<file path="src/rtl/uart_rx_cfg.sv">
// uart_rx_cfg: parametrised UART receiver (start, DATA_BITS data LSB first,
// optional parity, STOP_BITS stop bits). It reports each received word with a
// one-cycle dout_vld pulse together with framing and parity error flags.
//
// Optional build macro UART_RX_MAJORITY_EN: each bit value is the 2-of-3
// majority of three consecutive samples around mid-bit. Every mid-bit decision
// then moves one cycle later. When the macro is undefined, each bit is taken
// from a single sample at mid-bit.
module uart_rx_cfg #(
  parameter int CLK_DIV   = 434,
  parameter int DATA_BITS = 8,
  parameter int PARITY    = 0,
  parameter int STOP_BITS = 1
) (
  input  logic                 clk,
  input  logic                 rst_n,
  input  logic                 din,
  output logic [DATA_BITS-1:0] dout,
  output logic                 dout_vld,
  output logic                 frame_err,
  output logic                 parity_err,
  output logic                 busy
);

  localparam int CNT_W = $clog2(CLK_DIV);
  localparam int IDX_W = $clog2(DATA_BITS + 1);

  localparam logic [CNT_W-1:0] CNT_LAST = CNT_W'(CLK_DIV - 1);
  localparam logic [CNT_W-1:0] CNT_MID  = CNT_W'(CLK_DIV / 2);
  localparam logic [IDX_W-1:0] IDX_LAST = IDX_W'(DATA_BITS);

  typedef enum logic [2:0] {
    IDLE,
    START,
    DATA,
    PAR,
    STOP
  } state_t;

  state_t               state;
  logic                 s1;
  logic                 s2;
  logic                 s3;
  logic [1:0]           settle;
  logic                 armed;
  logic                 fall;
  logic [CNT_W-1:0]     cnt;
  logic [IDX_W-1:0]     bit_idx;
  logic                 stop_idx;
  logic [DATA_BITS-1:0] shreg;
  logic                 ferr_l;
  logic                 perr_l;
  logic                 cnt_wrap;
  logic                 at_dec;
  logic                 samp_bit;
  logic                 par_bad;
  logic                 stop_last;

  // Two-flop synchroniser plus an edge-detect flop. The synchroniser resets
  // high, so a line that is held low across reset release would look like a
  // falling edge. 'armed' blocks edge detection until the synchronised line
  // has really been seen high after reset.
  always_ff @(posedge clk or negedge rst_n) begin
    if (!rst_n) begin
      s1     <= 1'b1;
      s2     <= 1'b1;
      s3     <= 1'b1;
      settle <= 2'b00;
      armed  <= 1'b0;
    end else begin
      s1     <= din;
      s2     <= s1;
      s3     <= s2;
      settle <= {settle[0], 1'b1};
      if (settle[1] && s2) begin
        armed <= 1'b1;
      end
    end
  end

  assign fall     = armed & ~s2 & s3;
  assign cnt_wrap = (cnt == CNT_LAST);

`ifdef UART_RX_MAJORITY_EN
  localparam logic [CNT_W-1:0] CNT_PRE  = CNT_W'(CLK_DIV / 2 - 1);
  localparam logic [CNT_W-1:0] CNT_POST = CNT_W'(CLK_DIV / 2 + 1);

  logic maj_a;
  logic maj_b;

  // Hold the two earlier samples so that the majority vote can be taken
  // together with the live sample at CLK_DIV/2+1.
  always_ff @(posedge clk or negedge rst_n) begin
    if (!rst_n) begin
      maj_a <= 1'b1;
      maj_b <= 1'b1;
    end else begin
      if (cnt == CNT_PRE) begin
        maj_a <= s2;
      end
      if (cnt == CNT_MID) begin
        maj_b <= s2;
      end
    end
  end

  assign samp_bit = (maj_a & maj_b) | (maj_a & s2) | (maj_b & s2);
  assign at_dec   = (cnt == CNT_POST);
`else
  assign samp_bit = s2;
  assign at_dec   = (cnt == CNT_MID);
`endif

  // Odd mode wants an odd number of ones over data+parity, even mode an even one.
  assign par_bad   = (PARITY == 1) ? ~(^{shreg, samp_bit}) : (^{shreg, samp_bit});
  assign stop_last = (STOP_BITS == 1) || stop_idx;

  // Frame FSM. The bit timer free-runs while a frame is in progress. Results
  // are published one cycle after the final stop-bit decision, and the FSM
  // is already back in IDLE by then so that it catches a back-to-back start edge.
  always_ff @(posedge clk or negedge rst_n) begin
    if (!rst_n) begin
      state      <= IDLE;
      cnt        <= '0;
      bit_idx    <= '0;
      stop_idx   <= 1'b0;
      shreg      <= '0;
      ferr_l     <= 1'b0;
      perr_l     <= 1'b0;
      dout       <= '0;
      dout_vld   <= 1'b0;
      frame_err  <= 1'b0;
      parity_err <= 1'b0;
      busy       <= 1'b0;
    end else begin
      dout_vld <= 1'b0;
      if (state != IDLE) begin
        cnt <= cnt_wrap ? '0 : cnt + 1'b1;
      end
      case (state)
        IDLE: begin
          if (fall) begin
            state  <= START;
            cnt    <= '0;
            busy   <= 1'b1;
            ferr_l <= 1'b0;
            perr_l <= 1'b0;
          end
        end
        START: begin
          if (at_dec && samp_bit) begin
            state <= IDLE;
            busy  <= 1'b0;
          end else if (cnt_wrap) begin
            state   <= DATA;
            bit_idx <= '0;
          end
        end
        DATA: begin
          if (at_dec) begin
            shreg   <= {samp_bit, shreg[DATA_BITS-1:1]};
            bit_idx <= bit_idx + 1'b1;
          end
          if (cnt_wrap && (bit_idx == IDX_LAST)) begin
            state    <= (PARITY != 0) ? PAR : STOP;
            stop_idx <= 1'b0;
          end
        end
        PAR: begin
          if (at_dec && par_bad) begin
            perr_l <= 1'b1;
          end
          if (cnt_wrap) begin
            state <= STOP;
          end
        end
        STOP: begin
          if (at_dec) begin
            if (stop_last) begin
              state      <= IDLE;
              busy       <= 1'b0;
              dout_vld   <= 1'b1;
              dout       <= shreg;
              frame_err  <= ferr_l | ~samp_bit;
              parity_err <= perr_l;
            end else begin
              stop_idx <= 1'b1;
              if (!samp_bit) begin
                ferr_l <= 1'b1;
              end
            end
          end
        end
        default: begin
          state <= IDLE;
          busy  <= 1'b0;
        end
      endcase
    end
  end

endmodule

</file>
<file path="config.mk">
export PLATFORM = sky130hd
export DESIGN_NAME = uart_rx_cfg
export DESIGN_NICKNAME = d
export VERILOG_FILES = /design/src/rtl/uart_rx_cfg.sv
export SDC_FILE = /design/constraint.sdc
export NUM_CORES = 1
export LEC_CHECK = 0
export CAP_MARGIN = 20
export CELL_PAD_IN_SITES_DETAIL_PLACEMENT = 1
export CELL_PAD_IN_SITES_GLOBAL_PLACEMENT = 1
export CORE_MARGIN = 4
export CORE_UTILIZATION = 49
export CTS_BUF_LIST = sky130_fd_sc_hd__clkbuf_2 sky130_fd_sc_hd__clkbuf_4 sky130_fd_sc_hd__clkbuf_8
export CTS_CLUSTER_DIAMETER = 200
export DETAILED_ROUTE_END_ITERATION = 10
export MAX_ROUTING_LAYER = met4
export PLACE_DENSITY = 0.91
export SYNTH_ARGS = -nofsm -noshare
export SYNTH_HDL_FRONTEND = slang
export SYNTH_SLANG_ARGS = --single-unit
</file>
<file path="constraint.sdc">
create_clock -name clk -period 2.55 [get_ports clk]
set_clock_uncertainty 0.2 [all_clocks]
set_input_delay 0.3825 -clock clk [delete_from_list [all_inputs] [get_ports clk]]
set_output_delay 0.3825 -clock clk [all_outputs]
set_load 0.005 [all_outputs]
</file>
# Word-level counts from Yosys, hierarchy flattened
# Index checks and enable logic that the tools add are counted.
# totals
reg_bits	43
inputBits	3
output_inout_bits	12
word_cells	78
# classes
addsub	2
n_eq_ne	17
mux	24
n_bitwise	4
reduce_logical	16
# ops
cell	n
2-to-1 mux 9 bit	4
2-to-1 mux 3 bit	6
!= test 2 bit, second input constant	9
one-hot mux 3 bit (5 select lines)	1
2-to-1 mux 4 bit	3
adder 9 x 1 -> 9 bit, second input constant	1
equality test 9 x 8 -> 1 bit, second input constant	1
equality test 9 bit, second input constant	1
XOR reduction 9 bit	1
one-hot mux 4 bit (2 select lines)	1
AND reduction 4 bit	2
2-to-1 mux 1 bit	7
equality test 3 x 2 -> 1 bit, second input constant	2
AND reduction 5 bit	1
adder 4 x 1 -> 4 bit, second input constant	1
equality test 4 bit, second input constant	1
logical AND 1 bit	4
one-hot mux 1 bit (4 select lines)	1
AND reduction 2 bit	2
nonzero test 2 bit	2
equality test 3 x 1 -> 1 bit, second input constant	1
equality test 3 bit, second input constant	1
logical NOT 3 bit	1
!= test 3 bit, second input constant	1
other kinds (6)	8

# Logic depth before layout (Yosys ltp)
# Gate-level depths: netlist (run 1).
# depth
word_depth	5
mapped_depth	7
mapped_depth_nobuf	6

# Worst setup path after synthesis (run 1)
# No wires, ideal clock.
# synth_path
path_kind	register to register
start	register cnt[1]
end	register shreg[0]
setup_ps	125
t_arrival_ps	1621
t_required_ps	2225
slack_ps	605
path_stages_with_launch	7
n_path_buf	0
synth_period_minus_slack_ps	1945
cell_sequence	dfrtp_1 -> inv_1 -> ha_1 -> and4b_1 -> nand4b_2 -> nor2_1 -> mux2_2
# synth_between
elab_chain_len	2
# synth_rtl
item	line_no	source
start: declaration	47	logic [CNT_W-1:0] cnt;
start signal: assignment	138	cnt <= cnt_wrap ? '0 : cnt + 1'b1;
equality test 9 x 8 -> 1 bit	111	assign at_dec = (cnt == CNT_MID);
AND reduction 2 bit (no line)	-	
end signal: assignment	161	shreg <= {samp_bit, shreg[DATA_BITS-1:1]};
end: declaration	50	logic [DATA_BITS-1:0] shreg;
# Every way passes these cells.
# A chain may end at the register's enable or synchronous reset.

# Worst setup path in the final report (run 1)
# layout_path
start	register cnt[1]
end	register shreg[6]
# Same word-level chain as after synthesis.

==> results of run 1 <==
[per-stage QoR]
stage | hold WS (ns) | area, µm²
floorplan | -0.113 | 2020
global placement | 0.133 | 2180
detailed placement | 0.152 | 2180
CTS | 0.0582 | 2280
global route | 0.0930 | 2280
finish | 0.0156 | 2280
[per-layer routing]
layer,track usage,share of wire,vias to the layer above
met3,0.0471,0.026,10
met4,0.0793,0.024,0
met2,0.301,0.50,28
met5,-,0,-
li1,-,-,638
met1,0.253,0.45,696
[synth_stat cells (3+ instances only)]
library cell,instances,area [µm²]
sky130_fd_sc_hd__nand2_1,15,56.3
sky130_fd_sc_hd__nor3_1,4,20.0
sky130_fd_sc_hd__nor2_1,7,26.3
sky130_fd_sc_hd__inv_1,8,30.0
sky130_fd_sc_hd__o22ai_1,3,18.8
sky130_fd_sc_hd__a21oi_1,3,15.0
sky130_fd_sc_hd__o21ai_0,8,40.0
sky130_fd_sc_hd__dfstp_2,3,78.8
sky130_fd_sc_hd__xnor2_1,7,61.3
sky130_fd_sc_hd__dfrtp_1,40,1000
sky130_fd_sc_hd__mux2_2,12,135
sky130_fd_sc_hd__ha_1,4,50.1
sky130_fd_sc_hd__a21o_1,5,37.5
sky130_fd_sc_hd__mux2_4,4,60.1
sky130_fd_sc_hd__nand3_1,6,30.0
[cells in the final DEF, fill, tap and decap left out, drive strengths merged, types with 7 or more instances in the layout]
| cell type | netlist | final |
|---|---|---|
| nor2 | 7 | 7 |
| xnor2 | 7 | 7 |
| dfrtp | 40 | 40 |
| nand3 | 7 | 7 |
| mux2 | 18 | 18 |
| nand2 | 15 | 15 |
| clkdlybuf4s50 | 0 | 13 |
| inv | 8 | 8 |
| o21ai | 8 | 8 |
| clkbuf | 1 | 7 |
[final timing paths]
path | from | endpoint | slack [ns] | cells past startpoint
worst max-delay path | cnt[1] | shreg[6] | 0.31 | 6
worst min-delay path | rst_n | state[1] | 0.02 | 1
worst max register to register | cnt[1] | shreg[6] | 0.31 | 6
worst min register to register | s1 | s2 | 0.16 | 0
max in group asynchronous | rst_n | dout[3] | 1.54 | 1
min in group clk | s1 | s2 | 0.16 | 0
[cell type report]
type | instances | area share
Inverter | 8 | 0.0132
Clock inverter | 1 | 0.00385
Timing Repair Buffer | 14 | 0.0594
Sequential cell | 43 | 0.474
Tap cell | 50 | 0.0275
Multi-Input combinational cell | 114 | 0.382
Clock buffer | 7 | 0.0396
[logic make-up (layout without fill, tap and decap cells)]
| family | count (synthesis) | in the layout | synth area share |
|---|---|---|---|
| AO/OA/AOI/OAI | 28 | 28 | 0.0930 |
| XOR/XNOR | 9 | 9 | 0.0459 |
| adder cells (fa/ha/maj) | 4 | 4 | 0.0248 |
| buffers and inverters | 13 | 30 | 0.0341 |
| flip-flops | 43 | 43 | 0.535 |
| multiplexers | 19 | 19 | 0.113 |
| other | 1 | 1 | 0.00186 |
| AND/OR/NAND/NOR | 53 | 53 | 0.153 |
[state kept, by name, summed over array words and instances, names as in the netlist]
name,cells
armed,1
bit_idx,4
busy,1
cnt,9
dout,8
dout_vld,1
frame_err,1
parity_err,1
perr_l,1
s1,1
s2,1
s3,1
settle,2
shreg,8
state,3
[where the power goes]
| part | internal [mW] | switching (mW) |
|---|---|---|
| clock | 0.233 | 0.237 |
| sequential | 0.738 | 0.0755 |
| combinational | 0.0917 | 0.139 |
| total | 1.06 | 0.451 |
==> results.md, run 1 <==
- Yosys reg bits: 43
- Clock root buffer: sky130_fd_sc_hd__clkbuf_8
- Overall via count from detail_route: 1,372
- CTS H-Tree Depth: 2
- Number of enable flip-flop cells after synthesis: 0
- DRT antenna net count: 0
- Largest stage delay on the critical path: 0.42 ns
- FFs w/ async S/R, synth: 1.00
- CP Data Arrival Time: 2.22 ns
- Power density over the cells: 665 nW/µm²
- Data required time at the worst endpoint: 2.53 ns
- Pre-CTS setup slack: 0.324 ns
- Routed length per instance: 18.2 µm
- Setup bufs post-CTS: 0
- Die area: 5210 µm²
- GR Overflow Total: 0
- Resized cells post-CTS: 0
- Final setup violation count: 0
- Critical path class: reg2reg
- Clock buffer count from CTS: 5
- Clock tree from TritonCTS: built
- Max-Slew Margin vs Limit: 0.374
- Clock insertion delay at the later pin of the skew report: 0.30 ns
- Number of global-route vias before repair: 1,548
- Clock-pin slew reported for the worst setup and hold paths after clock tree synthesis: 0.09 ns
- Storage cell area: 1080 µm²
- Effective utilization at floorplan: 0.505
- Total standard cell area after synthesis: 2020 µm²
- Core area: 4000 µm²
- Final critical-path setup slack: 0.313 ns
- Total half-perimeter wirelength after legalization and detailed placement: 3200 µm
- Pre-antenna DRT Iters: 4
- Pin count of the biggest net entering global routing: 44
- Vias per Instance: 5.79
- Area of combinational cells with multiple inputs: 870 µm²
- Reported leakage power: 1.08 nW
- Achievable clock frequency: 0.447 GHz
- Final period utilization: 0.877
- GRT Overall Usage: 0.197
- Final Wtd Congestion: 0.907
- Hold bufs inserted after CTS: 0
- Worst-path maximum fanout: 6
- Class of the most critical hold timing path: in2async
- Final slew viol count: 0
- Accumulated negative setup slack: 0 ns
- Hold violation count in the final report: 0
- Port Buffers: 14
- Nets: 193
- Total of fill cells in the finished design: 411
- Cell family with the largest share of critical-path delay: simple AND/OR/NAND/NOR gates
- Post-layout instance count excluding filler cells: 237
- Horizontal extent of the die: 72.2 µm
- Number of different library cells in the post-synthesis netlist: 49
- Clock sinks: 43
- Cell count after synthesis: 170
- Routed wire length: 4330 µm
- Slowest CP cell: sky130_fd_sc_hd__nor2_1
- Area growth from synthesis to layout: 12.8%
- Average cell area after synthesis: 11.9 µm²
- Sequential element share of the synthesized area: 0.535
- Final period demand of the worst path: 2.24 ns
- Global-route wire length before repair: 7590 µm
- Floorplan row count: 23
- Initial DRC Count: 142
- Number of placed I/O pins: 15
- RSZ-0062 raised after global routing: false
- CP cell instances: inv_1 -> ha_1 -> and4b_1 -> nand4b_2 -> nor2_1 -> mux2_2
- Fraction of layout cells with a size suffix above 1: 0.182
- Cell count after placement: 229
- Diodes inserted: 0
- Reported max-cap violation count: 0
- Critical path startpoint category: flip-flop
- Die Y: 72.2 µm
- Syn. warnings: 0
- PnR Total Power: 1.51 mW
- Final routed DRC violation total: 0
- Final design utilization: 0.569
- Kind of end point of the critical path: flip-flop
- Buffers plus inverters on the worst setup path: 1
- Maximum number of buffers from clock root to sink: 2
- Peak VDD IR: 0.339 mV
- Status: finished, final reports clean
- Measured slew at the worst slew-check pin: 0.939 ns
- Flip-flop cell with the highest count after synthesis: sky130_fd_sc_hd__dfrtp_1
- Number of nets in the synthesized netlist: 177
- Antenna violations before repair: 0
Power figures use the tool's default switching activity.
==> run 2, diff against run 1 <==
--- a/config.mk
+++ b/config.mk
@@ -8,7 +8,7 @@
 export CAP_MARGIN = 20
 export CELL_PAD_IN_SITES_DETAIL_PLACEMENT = 1
 export CELL_PAD_IN_SITES_GLOBAL_PLACEMENT = 1
-export CORE_MARGIN = 4
+export CORE_MARGIN = 1.5
 export CORE_UTILIZATION = 49
 export CTS_BUF_LIST = sky130_fd_sc_hd__clkbuf_2 sky130_fd_sc_hd__clkbuf_4 sky130_fd_sc_hd__clkbuf_8
 export CTS_CLUSTER_DIAMETER = 200
==> run 2 against run 1 <==
Non-clock buffer count stayed put. Via count is 1.2% lower. Wire length is 7.2% higher. Final area is 0.82% higher. Critical path depth stayed put. Clock-buffer cell count is 1 lower. Sequential cell count stayed put. Total power is 5.6% higher. Setup slack worse by 0.033 ns. Worst hold slack better by 0.021 ns.
==> results.md, run 2 (same netlist as run 1, synthesis figures left out) <==
- GR Overflow Total: 0 (unchanged)
- Horizontal extent of the die: 67.2 µm (was 72.2 µm)
- Flip-flop count of the largest register after layout: 9 (unchanged)
- Final period utilization: 0.890 (was 0.877)
- Design Area, Final: 2290 µm² (was 2280 µm²)
- Routed wire length: 4640 µm (was 4330 µm)
- Registers with the most flip-flops: cnt (9), dout (8), shreg (8) (unchanged)
- Accumulated negative setup slack: 0 ns (unchanged)
- DRT antenna net count: 0 (unchanged)
- Port Buffers: 14 (unchanged)
- Area of combinational cells with multiple inputs: 870 µm² (unchanged)
- Start point of the critical path: cnt[1] (unchanged)
- Clock buffer count from CTS: 5 (unchanged)
- GR met2 Demand/Resource: 0.413 (was 0.301)
- Clock root buffer: sky130_fd_sc_hd__clkbuf_8 (unchanged)
- Fraction of layout cells with a size suffix above 1: 0.182 (unchanged)
- Register containing the most flip-flops in the final layout: cnt (unchanged)
- Status: finished, final reports clean (unchanged)
- Initial DRC Count: 106 (was 142)
- Overall via count from detail_route: 1,356 (was 1,372)
- Critical path class: reg2reg (unchanged)
- Final Wtd Congestion: 0.839 (was 0.907)
- Data required time at the worst endpoint: 2.53 ns (about the same)
- Clock tree from TritonCTS: built (unchanged)
- Measured slew at the worst slew-check pin: 0.968 ns (was 0.939 ns)
- Routed length per instance: 19.6 µm (was 18.2 µm)
- Total half-perimeter wirelength after legalization and detailed placement: 3360 µm (was 3200 µm)
- Post-placement cell area: 2180 µm² (unchanged)
- Final period demand of the worst path: 2.27 ns (was 2.24 ns)
- Hold bufs inserted after CTS: 0 (unchanged)
- RSZ-0062 raised after global routing: false (unchanged)
- Reported max-cap violation count: 0 (unchanged)
- Die area: 4510 µm² (was 5210 µm²)
- Area growth from synthesis to layout: 13.7% (was 12.8%)
- Number of global-route vias before repair: 1,495 (was 1,548)
- Hold violation count in the final report: 0 (unchanged)
- Clock-pin slew reported for the worst setup and hold paths after clock tree synthesis: 0.08 ns (was 0.09 ns)
- Floorplan row count: 23 (unchanged)
- Total of fill cells in the finished design: 422 (was 411)
- Critical path startpoint category: flip-flop (unchanged)
- Class of the most critical hold timing path: in2async (unchanged)
- CTS H-Tree Depth: 2 (unchanged)
- Most used cells in the layout excluding fill and tap cells: 40 x sky130_fd_sc_hd__dfrtp_1, 15 x sky130_fd_sc_hd__nand2_1, 13 x sky130_fd_sc_hd__clkdlybuf4s50_1 (unchanged)
- Final setup violation count: 0 (unchanged)
- Core area: 3970 µm² (was 4000 µm²)
- Number of placed I/O pins: 15 (unchanged)
- Final routed DRC violation total: 0 (unchanged)
- Effective utilization at floorplan: 0.508 (was 0.505)
- Global-route wire length before repair: 7540 µm (was 7590 µm)
- Met3 track demand over resource in global routing: 0.0400 (was 0.0471)
- Reported leakage power: 1.08 nW (about the same)
- Setup bufs post-CTS: 0 (unchanged)
- Antenna violations before repair: 0 (unchanged)
- GRT Overall Usage: 0.239 (was 0.197)
- Clock sinks: 43 (unchanged)
- Most heavily used metal layer in global routing: met2 (unchanged)
- Met1 routing resource usage after global routing: 0.285 (was 0.253)
- Final slew viol count: 0 (unchanged)
- CP Data Arrival Time: 2.25 ns (was 2.22 ns)
- Worst-path maximum fanout: 6 (unchanged)
- Kind of end point of the critical path: flip-flop (unchanged)
- Die Y: 67.2 µm (was 72.2 µm)
- Most common library cell in the layout ignoring fill and taps: sky130_fd_sc_hd__dfrtp_1 (unchanged)
- Achievable clock frequency: 0.441 GHz (was 0.447 GHz)
- Pin count of the biggest net entering global routing: 44 (unchanged)
- Pre-antenna DRT Iters: 4 (unchanged)
- Hold WS: 0.0366 ns (was 0.0156 ns)
- Resized cells post-CTS: 0 (unchanged)
- Max-Slew Margin vs Limit: 0.354 (was 0.374)
- PnR Total Power: 1.60 mW (was 1.51 mW)
- Peak VDD IR: 0.449 mV (was 0.339 mV)
- Worst R2R Start: cnt[1] (unchanged)
- Clock insertion delay at the later pin of the skew report: 0.29 ns (was 0.30 ns)
- Maximum number of buffers from clock root to sink: 2 (unchanged)
- Nets: 193 (unchanged)
- Storage cell area: 1080 µm² (unchanged)
- Power density over the cells: 696 nW/µm² (was 665 nW/µm²)
- Vias per Instance: 5.72 (was 5.79)
- Diodes inserted: 0 (unchanged)
-- run 2: stage by stage --
step	setup slack, ns	util	std cells
after floorplan	0.605	-	170
after global placement	0.466	0.548	229
after detailed placement	0.302	0.548	229
after CTS	0.286	0.578	237
after global routing	0.144	0.578	237
final	0.280	0.578	237
-- run 2: where the power goes --
part           switching (mW)  internal [mW]
sequential             0.0787          0.738
clock                   0.230          0.317
combinational           0.141         0.0927
-- run 2: layer usage --
| metal | wire length, µm | vias up | part of all wire |
|---|---|---|---|
| met4 | 57 | 0 | 0.012 |
| li1 | - | 632 | - |
| met1 | 2010 | 697 | 0.43 |
| met2 | 2460 | 21 | 0.53 |
| met5 | 0 | - | 0 |
| met3 | 116 | 6 | 0.025 |
-- run 2: worst max-delay path: stages (launching register included) --
cell                       delay, ns
sky130_fd_sc_hd__dfrtp_1        0.40
sky130_fd_sc_hd__inv_1          0.08
sky130_fd_sc_hd__ha_1           0.16
sky130_fd_sc_hd__and4b_1        0.27
sky130_fd_sc_hd__nand4b_2       0.17
sky130_fd_sc_hd__nor2_1         0.46
sky130_fd_sc_hd__mux2_2         0.40
-- run 2: final timing paths --
kind | endpoint | slack [ns] | cells past startpoint
worst min-delay path | cnt[7] | 0.04 | 1
max in group asynchronous | cnt[2] | 1.51 | 1
min in group clk | s2 | 0.16 | 0
worst max register to register | shreg[2] | 0.28 | 6
worst max-delay path | shreg[2] | 0.28 | 6
worst min register to register | s2 | 0.16 | 0
-- run 2: layout make-up --
type / instances / share of cell area
Clock buffer: 6 / 0.0360
Inverter: 8 / 0.0131
Clock inverter: 2 / 0.0153
Tap cell: 50 / 0.0273
Sequential cell: 43 / 0.471
Timing Repair Buffer: 14 / 0.0589
Multi-Input combinational cell: 114 / 0.379
==> run 3, diff against run 2 <==
--- a/config.mk
+++ b/config.mk
@@ -14,7 +14,7 @@
 export CTS_CLUSTER_DIAMETER = 200
 export DETAILED_ROUTE_END_ITERATION = 10
 export MAX_ROUTING_LAYER = met4
-export PLACE_DENSITY = 0.91
+export PLACE_DENSITY_LB_ADDON = 0.1
 export SYNTH_ARGS = -nofsm -noshare
 export SYNTH_HDL_FRONTEND = slang
 export SYNTH_SLANG_ARGS = --single-unit
==> run 3 against run 2 <==
Total power rose by 1.4%. Sequential cell count did not move. Wire length fell by 7.4%. Critical path depth did not move. Critical path type unchanged. Global-route usage fell by 1.8 points. Sequential share of layout area fell by 0.58 points. Utilization rose by 0.72 points.
==> results.md, run 3 (same netlist as run 1, synthesis figures left out) <==
- CP cell instances: inv_1 -> ha_1 -> and4b_1 -> nand4b_2 -> nor2_1 -> mux2_2 (unchanged)
- Pre-antenna DRT Iters: 4 (unchanged)
- Most common library cell in the layout ignoring fill and taps: sky130_fd_sc_hd__dfrtp_1 (unchanged)
- Port Buffers: 14 (unchanged)
- Critical path startpoint category: flip-flop (unchanged)
- Cell count after placement: 231 (was 229)
- Worst R2R Start: cnt[1] (unchanged)
- Peak VDD IR: 0.381 mV (was 0.449 mV)
- Core area: 3970 µm² (unchanged)
- Sequential power share: 0.505 (was 0.511)
- Status: finished, final reports clean (unchanged)
- Clock insertion delay at the later pin of the skew report: 0.30 ns (was 0.29 ns)
- Reported leakage power: 1.10 nW (was 1.08 nW)
- Clock sinks: 43 (unchanged)
- Register containing the most flip-flops in the final layout: cnt (unchanged)
- Fraction of layout cells with a size suffix above 1: 0.189 (was 0.182)
- Share of total power in the clock network: 0.350 (was 0.342)
- Final period demand of the worst path: 2.22 ns (was 2.27 ns)
- Max-Slew Margin vs Limit: 0.658 (was 0.354)
- Data required time at the worst endpoint: 2.54 ns (was 2.53 ns)
- Hold-critical path depth: 0
- Routed length per instance: 17.9 µm (was 19.6 µm)
- Hold bufs inserted after CTS: 1 (was 0)
- Worst Hold Path EP: s2
- Worst flop-to-flop path endpoint: shreg[4] (was shreg[2])
- Sw Share: 0.287 (was 0.282)
- Slack of the worst reg-to-reg path: 0.33 ns (was 0.28 ns)
- Final setup violation count: 0 (unchanged)
- Vias per Instance: 5.70 (was 5.72)
- Internal cell power: 1.16 mW (was 1.15 mW)
- Part of the power in combinational logic: 0.145 (was 0.146)
- Die area: 4510 µm² (unchanged)
- Diodes inserted: 0 (unchanged)
- Pin count of the biggest net entering global routing: 23 (was 44)
- Antenna violations before repair: 0 (unchanged)
- Hold Path Origin: s1
- Final slew viol count: 0 (unchanged)
- Nets: 196 (was 193)
- Final Wtd Congestion: 0.862 (was 0.839)
- Die Y: 67.2 µm (unchanged)
- Floorplan row count: 23 (unchanged)
- Horizontal extent of the die: 67.2 µm (unchanged)
- Final critical-path setup slack: 0.325 ns (was 0.280 ns)
- Most used cells in the layout excluding fill and tap cells: 40 x sky130_fd_sc_hd__dfrtp_1, 15 x sky130_fd_sc_hd__nand2_1, 13 x sky130_fd_sc_hd__clkdlybuf4s50_1 (unchanged)
- Psw: 0.464 mW (was 0.450 mW)
- GR Overflow Total: 0 (unchanged)
- Post-layout instance count excluding filler cells: 240 (was 237)
- Initial DRC Count: 84 (was 106)
- Global-route wire length before repair: 7070 µm (was 7540 µm)
- Area growth from synthesis to layout: 15.1% (was 13.7%)
- Clock-pin slew reported for the worst setup and hold paths after clock tree synthesis: 0.09 ns (was 0.08 ns)
- Number of global-route vias before repair: 1,425 (was 1,495)
- Critical path class: reg2reg (unchanged)
- Registers with the most flip-flops: cnt (9), dout (8), shreg (8) (unchanged)
- Overall via count from detail_route: 1,367 (was 1,356)
- Number of placed I/O pins: 15 (unchanged)
- Effective utilization at floorplan: 0.508 (unchanged)
- Setup bufs post-CTS: 0 (unchanged)
- Resized cells post-CTS: 0 (unchanged)
- Number of cells traversed by the worst register-to-register path: 6 (unchanged)
- Worst-path maximum fanout: 6 (unchanged)
- Clock root buffer: sky130_fd_sc_hd__clkbuf_8 (unchanged)
- Reported max-cap violation count: 0 (unchanged)
- Achievable clock frequency: 0.450 GHz (was 0.441 GHz)
- Total half-perimeter wirelength after legalization and detailed placement: 3110 µm (was 3360 µm)
- Kind of end point of the critical path: flip-flop (unchanged)
- DRT antenna net count: 0 (unchanged)
- Largest stage delay on the critical path: 0.44 ns (was 0.46 ns)
- GRT Overall Usage: 0.221 (was 0.239)
- Final period utilization: 0.872 (was 0.890)
- Class of the most critical hold timing path: reg2reg (was in2async)
- Power density over the cells: 697 nW/µm² (was 696 nW/µm²)
- Flip-flop count of the largest register after layout: 9 (unchanged)
- RSZ-0062 raised after global routing: false (unchanged)
- Routed wire length: 4290 µm (was 4640 µm)
- Clock buffer count from CTS: 5 (unchanged)
- Final routed DRC violation total: 0 (unchanged)
- Hold violation count in the final report: 0 (unchanged)
- CTS H-Tree Depth: 2 (unchanged)
- Design Area, Final: 2320 µm² (was 2290 µm²)
- Maximum number of buffers from clock root to sink: 2 (unchanged)
- Pre-CTS setup slack: 0.336 ns (was 0.302 ns)
- Measured slew at the worst slew-check pin: 0.511 ns (was 0.968 ns)
- Post-placement cell area: 2190 µm² (was 2180 µm²)
- Final design utilization: 0.585 (was 0.578)
- CP Data Arrival Time: 2.21 ns (was 2.25 ns)
- Clock tree from TritonCTS: built (unchanged)
- Accumulated negative setup slack: 0 ns (unchanged)
- Slowest CP cell: sky130_fd_sc_hd__nor2_1 (unchanged)
==> run 3: per-layer routing <==
layer	up-vias	GRT usage	routed length [µm]
met2	19	0.350	2150
met4	0	0.0612	41
li1	640	-	-
met1	704	0.281	1980
met3	4	0.0600	126
met5	-	-	0
==> run 3: stage by stage <==
| stage | total power [mW] | hold WS [ns] |
|---|---|---|
| floorplan | 0.981 | -0.113 |
| global placement | 1.04 | 0.140 |
| detailed placement | 1.06 | 0.147 |
| CTS | 1.63 | 0.163 |
| global route | 1.71 | 0.168 |
| finish | 1.62 | 0.160 |
==> run 3: how the worst max path moves through the flow <==
stage                     cells after the start  slack (ns)       end   start
after CTS                                     6        0.33  shreg[4]  cnt[1]
final                                         6        0.33  shreg[4]  cnt[1]
after global routing                          6        0.18  shreg[4]  cnt[1]
after global placement                        6        0.46  shreg[2]  cnt[1]
after floorplan                               6        0.60  shreg[0]  cnt[1]
after detailed placement                      6        0.34  shreg[4]  cnt[1]
==> run 3: worst max-delay path: cells and delay by family, from the launching register on <==
family                   cells  cell delay (ns)
AND/OR/NAND/NOR              3             0.87
flip-flops                   1             0.40
multiplexers                 1             0.40
adder cells (fa/ha/maj)      1             0.16
buffers and inverters        1             0.08
==> run 3: cell type report <==
class                           instances  area, µm²
Clock buffer                            6       82.6
Clock inverter                          2       38.8
Fill cell                             406       1650
Inverter                                8       30.0
Multi-Input combinational cell        114        870
Sequential cell                        43       1080
Tap cell                               50       62.6
Timing Repair Buffer                   17        160
==> run 3: power groups by stage <==
| stage | logic [mW] | clock network (mW) | registers (mW) |
|---|---|---|---|
| floorplan | 0.184 | 0 | 0.797 |
| global placement | 0.216 | 0 | 0.822 |
| detailed placement | 0.233 | 0 | 0.830 |
| CTS | 0.238 | 0.578 | 0.817 |
| global route | 0.270 | 0.609 | 0.831 |
| finish | 0.235 | 0.567 | 0.818 |
